`src/rtl/ahb_sram_slave_if.sv`:
```
// ahb_sram_slave_if: AHB-Lite slave front-end for the SRAM controller.
// Revision: 1.0 - initial release.
`default_nettype none

module ahb_sram_slave_if #(
  parameter int MEM_BYTES  = 2048,
  parameter int AHB_DWIDTH = 32
) (
  input  logic                  HCLK,
  input  logic                  aresetn,
  input  logic                  HSEL,
  input  logic                  HREADYIN,
  input  logic [1:0]            HTRANS,
  input  logic                  HWRITE,
  input  logic [2:0]            HSIZE,
  input  logic [19:0]           HADDR,
  input  logic [AHB_DWIDTH-1:0] HWDATA,
  output logic                  HREADYOUT,
  output logic                  HRESP,
  output logic [AHB_DWIDTH-1:0] HRDATA,
  output logic                  ahbsram_req,
  output logic                  ahbsram_write,
  output logic [2:0]            ahbsram_size,
  output logic [19:0]           ahbsram_addr,
  output logic [AHB_DWIDTH-1:0] ahbsram_wdata,
  input  logic                  sramahb_ack,
  input  logic [AHB_DWIDTH-1:0] sramahb_rdata,
  input  logic                  BUSY
);

  localparam logic [19:0] C_MEM_LIMIT = 20'(MEM_BYTES);

  typedef enum logic [2:0] {
    S_IDLE, S_WDATA, S_BWAIT, S_REQ, S_ACKW, S_RDATA, S_ERR1, S_ERR2
  } state_t;

  state_t                  state_q, state_d;
  logic                    write_q, write_d;
  logic [2:0]              size_q, size_d;
  logic [19:0]             addr_q, addr_d;
  logic [AHB_DWIDTH-1:0]   wdata_q, wdata_d;
  logic                    w_valid, w_err, w_accept;
  logic                    w_unused;

  assign w_valid  = HSEL & HREADYIN & HTRANS[1];
  assign w_err    = (HSIZE > 3'b010) | (HADDR >= C_MEM_LIMIT);
  assign w_unused = HTRANS[0];

  always_comb begin
    state_d     = state_q;
    write_d     = write_q;
    size_d      = size_q;
    addr_d      = addr_q;
    wdata_d     = wdata_q;
    HREADYOUT   = 1'b0;
    HRESP       = 1'b0;
    ahbsram_req = 1'b0;
    w_accept    = 1'b0;

    case (state_q)
      S_IDLE: begin
        HREADYOUT = 1'b1;
        w_accept  = 1'b1;
      end
      S_WDATA: begin
        wdata_d = HWDATA;
        state_d = BUSY ? S_BWAIT : S_REQ;
      end
      S_BWAIT: begin
        if (!BUSY) state_d = S_REQ;
      end
      S_REQ: begin
        ahbsram_req = 1'b1;
        state_d     = S_ACKW;
      end
      S_ACKW: begin
        // Writes complete in the ack cycle itself; reads need one more cycle for data.
        if (sramahb_ack) begin
          if (write_q) begin
            HREADYOUT = 1'b1;
            w_accept  = 1'b1;
          end else begin
            state_d = S_RDATA;
          end
        end
      end
      S_RDATA: begin
        HREADYOUT = 1'b1;
        w_accept  = 1'b1;
      end
      S_ERR1: begin
        HRESP   = 1'b1;
        state_d = S_ERR2;
      end
      S_ERR2: begin
        HREADYOUT = 1'b1;
        HRESP     = 1'b1;
        w_accept  = 1'b1;
      end
      default: state_d = S_IDLE;
    endcase

    // Any cycle with HREADYOUT high may take a new address phase without a bubble.
    if (w_accept) begin
      state_d = S_IDLE;
      if (w_valid) begin
        write_d = HWRITE;
        size_d  = HSIZE;
        addr_d  = HADDR;
        if (w_err)       state_d = S_ERR1;
        else if (HWRITE) state_d = S_WDATA;
        else if (BUSY)   state_d = S_BWAIT;
        else             state_d = S_REQ;
      end
    end
  end

  always_ff @(posedge HCLK or negedge aresetn) begin
    if (!aresetn) begin
      state_q <= S_IDLE;
      write_q <= 1'b0;
      size_q  <= 3'b000;
      addr_q  <= 20'h0;
      wdata_q <= '0;
    end else begin
      state_q <= state_d;
      write_q <= write_d;
      size_q  <= size_d;
      addr_q  <= addr_d;
      wdata_q <= wdata_d;
    end
  end

  assign ahbsram_write = write_q;
  assign ahbsram_size  = size_q;
  assign ahbsram_addr  = addr_q;
  assign ahbsram_wdata = wdata_q;
  assign HRDATA        = sramahb_rdata;

endmodule

`default_nettype wire

```
`config.mk`:
```
export PLATFORM = sky130hd
export DESIGN_NAME = ahb_sram_slave_if
export DESIGN_NICKNAME = d
export VERILOG_FILES = /design/src/rtl/ahb_sram_slave_if.sv
export SDC_FILE = /design/constraint.sdc
export NUM_CORES = 1
export LEC_CHECK = 0
export BUFFER_PORTS_ARGS = -buffer_cell sky130_fd_sc_hd__buf_2
export CORE_MARGIN = 3
export CORE_UTILIZATION = 45
export DETAILED_ROUTE_END_ITERATION = 7
export PLACE_DENSITY = 0.85
export SYNTH_ARGS = -nofsm -noshare
export SYNTH_HDL_FRONTEND = slang
export SYNTH_SLANG_ARGS = --single-unit
export TNS_END_PERCENT = 100
```
`constraint.sdc`:
```
create_clock -name HCLK -period 2.4 [get_ports HCLK]
set_clock_uncertainty 0.05 [all_clocks]
set_input_delay 0.12 -clock HCLK [delete_from_list [all_inputs] [get_ports HCLK]]
set_output_delay 0.12 -clock HCLK [all_outputs]
set_load 0.1 [all_outputs]
```
======== Yosys cells after proc, flatten, opt, wreduce, memory -nomap -nowiden ========
Index checks and enable logic that the tools add are counted.
storage, ports and cells
  bits in writable memories ............... 0
  input bits .............................. 96
  memory bits (read-only) ................. 0
  register bits ........................... 59
  output and inout bits ................... 91
  memories ................................ 0
  bits in latches ......................... 0
  logic and storage cells ................. 40
operators by class
  equality and inequality tests ........... 10
  add/sub/neg operators ................... 0
  bitwise operators ....................... 3
  reductions and logical operators ........ 6
  mux-type cells .......................... 14
  shift operators ......................... 0
  divide/modulo/power cells ............... 0
  $lt $le $gt $ge ......................... 2
  $mul .................................... 0
operator list
  kind                  count
  $ge 20x12->1 const B  1
  $mux 3                6
  $pmux 3 s5            1
  $eq 3x3->1 const B    4
  $ne 3x3->1 const B    3
  $eq 3x2->1 const B    2
  $reduce_bool 6->1     1
  $mux 1                5
  $reduce_and 4->1      1
  $eq 3x1->1 const B    1
  $gt 3x2->1 const B    1
  $logic_not 3->1       1
  $reduce_or 3->1       1
  $and 1x1->1           2
  $mux 2                1
  $pmux 1 s2            1
  $reduce_and 2->1      1
  $reduce_or 2->1       1
  $or 1x1->1            1

======== Longest topological paths before layout ========
  word-level depth ........................ 5
  mapped depth ............................ 6
  gate-level depth less buffers ........... 4

======== Least setup slack after synthesis ========
No wires, ideal clock.
  path kind ............................... register to output
  start ................................... reg write_q (netlist: ahbsram_write)
  end ..................................... out HREADYOUT
  arrival time ............................ 2.706 ns
  path buffers ............................ 0
  stages on the path, launching flop included .. 5
  path slack .............................. -0.476 ns
  data required time ...................... 2.230 ns
  path through ............................ dfrtp_1 nand2_1 a21oi_2 nor2_1 nor2_1
on the way
  cells in the longest elaborated chain, start to end .. 3
RTL lines
  item                      line  source
  start: declaration        38    logic write_q, write_d;
  start signal: assignment  127   write_q <= write_d;
  $mux 1                    79    if (write_q) begin
  $mux 1                    78    if (sramahb_ack) begin
  $pmux 1 s2                60    case (state_q)
  end: declaration          18    output logic HREADYOUT,
No other way between the ends.

======== Final worst setup path ========
  start ................................... reg state_q[2]
  end ..................................... out HREADYOUT
on the way
  cells in the longest elaborated chain, start to end .. 3
  elaborated cells on any way between the ends .. 6
  those cells by class .................... eq/ne: 3; mux: 1; reduce/logical: 2
RTL lines
  item                                           line  source
  start: declaration                             37    state_t state_q, state_d;
  start signal: assignment                       126   state_q <= state_d;
  $eq 3x3->1 or $logic_not 3->1 (tied branches)  60
  $reduce_or 3->1 (no line)                      -
  $pmux 1 s2 *                                   60
Every way passes the cells marked *; elsewhere a longest branch is shown, timed or not.

==> impl_results.md <==
* Largest family of logic cells by synthesized area: multiplexers
* Yosys warnings at 0
* Synth Flop Type: dfrtp_1
* Drc violations at 0
* Post-DRT Antenna Nets at 0
* Synth Area in XOR/XNOR at 0%
* Unrepaired setup endpoints after global routing: no
* Antenna violations before repair at 0
* Post-synthesis register bit count at 59
* Top cell type's share of synthesized area at 51.8%
* # resized after CTS at 0
* CORE AREA at 6030 µm²
* Unique cell type count in the Yosys netlist at 30
* IO Pins at 187
* H-tree Lvls at 3
* CTS Buffer Depth at 2
* First-pass GRT wire length at 11500 µm
* Syn_nets at 283
* 1st-pass router iterations at 4
* Max Fclk at 517 MHz
* WL/cell at 17.2 µm
* Seq/Total Area, Yosys at 51.8%
* Clk sinks at 59
* IO buf count at 121
* Tmin final at 1930 ps
* Hold Crit Class: primary input to flip-flop
* Synth Area in Adders at 0%
* Synthesized instance count at 187
* Die width at 85.6 µm
* Clock latency on the worst-skew pair at 320 ps
* Synth Cell Area at 2850 µm²
* GPL Wtd Cong at 0.733
* Overall Global Routing Usage at 20.4%
* Post-layout util at 67.5%
* Max-cap violations at 0
* Remaining Overflow, GRT at 0
* Layout cells sized above 1 at 58.5%
* Leading area contributor after synthesis: dfrtp_1
* Total wire length at 7270 µm
* Layout net count at 438
* Slew @ Worst Pin at 629 ps
* Ant. Diodes at 0
* Period utilization at 80.6%
* Chip height at 85.6 µm
* Endpoints failing setup at 0
* Post-Synth Simple-Gate Area at 4.00%
* Area growth from synthesis to layout at 42.7%
* TritonCTS clock tree: yes
* Ranking of synthesized cells by area: dfrtp_1, mux2_4, buf_4
* Crit. End Element: output pin
* CTS clk-pin slew, worst paths at 60 ps
* Final Max Slew Viols at 0
* Multiplexer share of the synthesized area at 28.6%
* Crit start category: flip-flop
* DR vias/cell at 4.81
* Fin. Hold Viols at 0
* EDFF count, synth at 0
* DP HPWL at 4440 µm
* Initial DRC count at 41
* Status: complete, no violations
* Slew headroom at 58.1%
* Async S/R FF share, synth at 100%
* Critical path class: flip-flop to output pin
* Mean cell area of the mapped netlist at 15.2 µm²
* Worst-path maximum fanout at 7
* Root buffer cell: clkbuf_8
* Post-synthesis compound-gate area fraction at 3.47%
* DR vias at 2029
* Initial Utilization at 47.3%
* CTS Buf Count at 9
* CP arrival at 1760 ps
* Setup tns final at 0 ps
* Worst EP required at 2230 ps
* Row cnt at 28
* Largest net degree at the start of global routing at 32
* Total die area at 7320 µm²
* Number of global-route vias before repair at 2278
worst max-delay path: stages, from the launching register on:
cell	delay, ps
dfrtp_1	450
a21oi_2	310
nor2_1	140
nor2_4	100
buf_2	440
through the flow:
stage          hold slack [ps]  std cells  setup slack, ps  instance area (µm²)
3_3_place_gp               104        349              561                 3270
3_5_place_dp               122        349              527                 3270
4_1_cts                    118        422              416                 4070
5_1_grt                    188        422              320                 4070
6_report                   155        422              466                 4070
2_1_floorplan             -226        187              267                 2860
cells in the mapped netlist (2+ instances only):
master   instances
dfrtp_1         59
buf_4           32
mux2_2           7
nor3_1           2
buf_6            3
nor2_1           4
a21oi_1          3
nand3_1          2
inv_1            2
nor4_1           2
buf_12           3
and2_1           2
mux2_4          49
placed cells by master, fill, tap and decap left out, types with 3 or more instances in the layout:
cell / n
buf_2: 121
clkbuf_8: 11
nor2_1: 3
mux2_2: 7
a21oi_1: 3
dfrtp_1: 59
dlygate4sd3_1: 57
buf_4: 4
mux2_4: 49
logic make-up (layout without fill, tap and decap cells):
logic type             after synthesis  in the layout
AOI/OAI and AO/OA                   12             12
buffers and inverters               41            201
DFF                                 59             59
muxes                               56             56
and+or+nand+nor                     19             19
registers in the layout (all words and copies together) (netlist names):
| name | flops |
|---|---|
| ahbsram_addr | 20 |
| state_q | 3 |
| ahbsram_wdata | 32 |
| ahbsram_size | 3 |
| ahbsram_write | 1 |
path summary, 6_finish.rpt:
| check | slack [ps] | start | end | depth (start not counted) |
|---|---|---|---|---|
| max | 470 | state_q[2] | HREADYOUT | 4 |
| min | 160 | BUSY | state_q[0] | 3 |
| max reg2reg | 510 | state_q[2] | ahbsram_wdata[5] | 4 |
| min reg2reg | 450 | ahbsram_addr[2] | ahbsram_addr[2] | 1 |
| max in group asynchronous | 1150 | aresetn | ahbsram_wdata[29] | 3 |
| min in group asynchronous | 330 | aresetn | ahbsram_addr[1] | 2 |
layer usage:
layer | up-vias | global-route usage [%] | wire length (µm)
li1 | 930 | - | -
met2 | 118 | 34.8 | 3520
met3 | 28 | 5.57 | 665
met1 | 953 | 23.4 | 2860
met4 | 0 | 10.5 | 223
met5 | - | 0 | 0
repair_timing:
item	4_1_cts	5_1_grt
hold endpoints to repair	84	0
hold buffers	57	0
setup buffers	0	0
layout make-up:
class	instances	area, µm²
Clock buffer	12	155
Inverter	2	7.51
Tap cell	75	93.8
Timing Repair Buffer	183	1230
Sequential cell	59	1480
Clock inverter	4	72.6
Fill cell	408	1960
Multi-Input combinational cell	87	1030
Power is not shown: default switching activity piles up to over one toggle a cycle in this logic, so the estimate is an artifact.
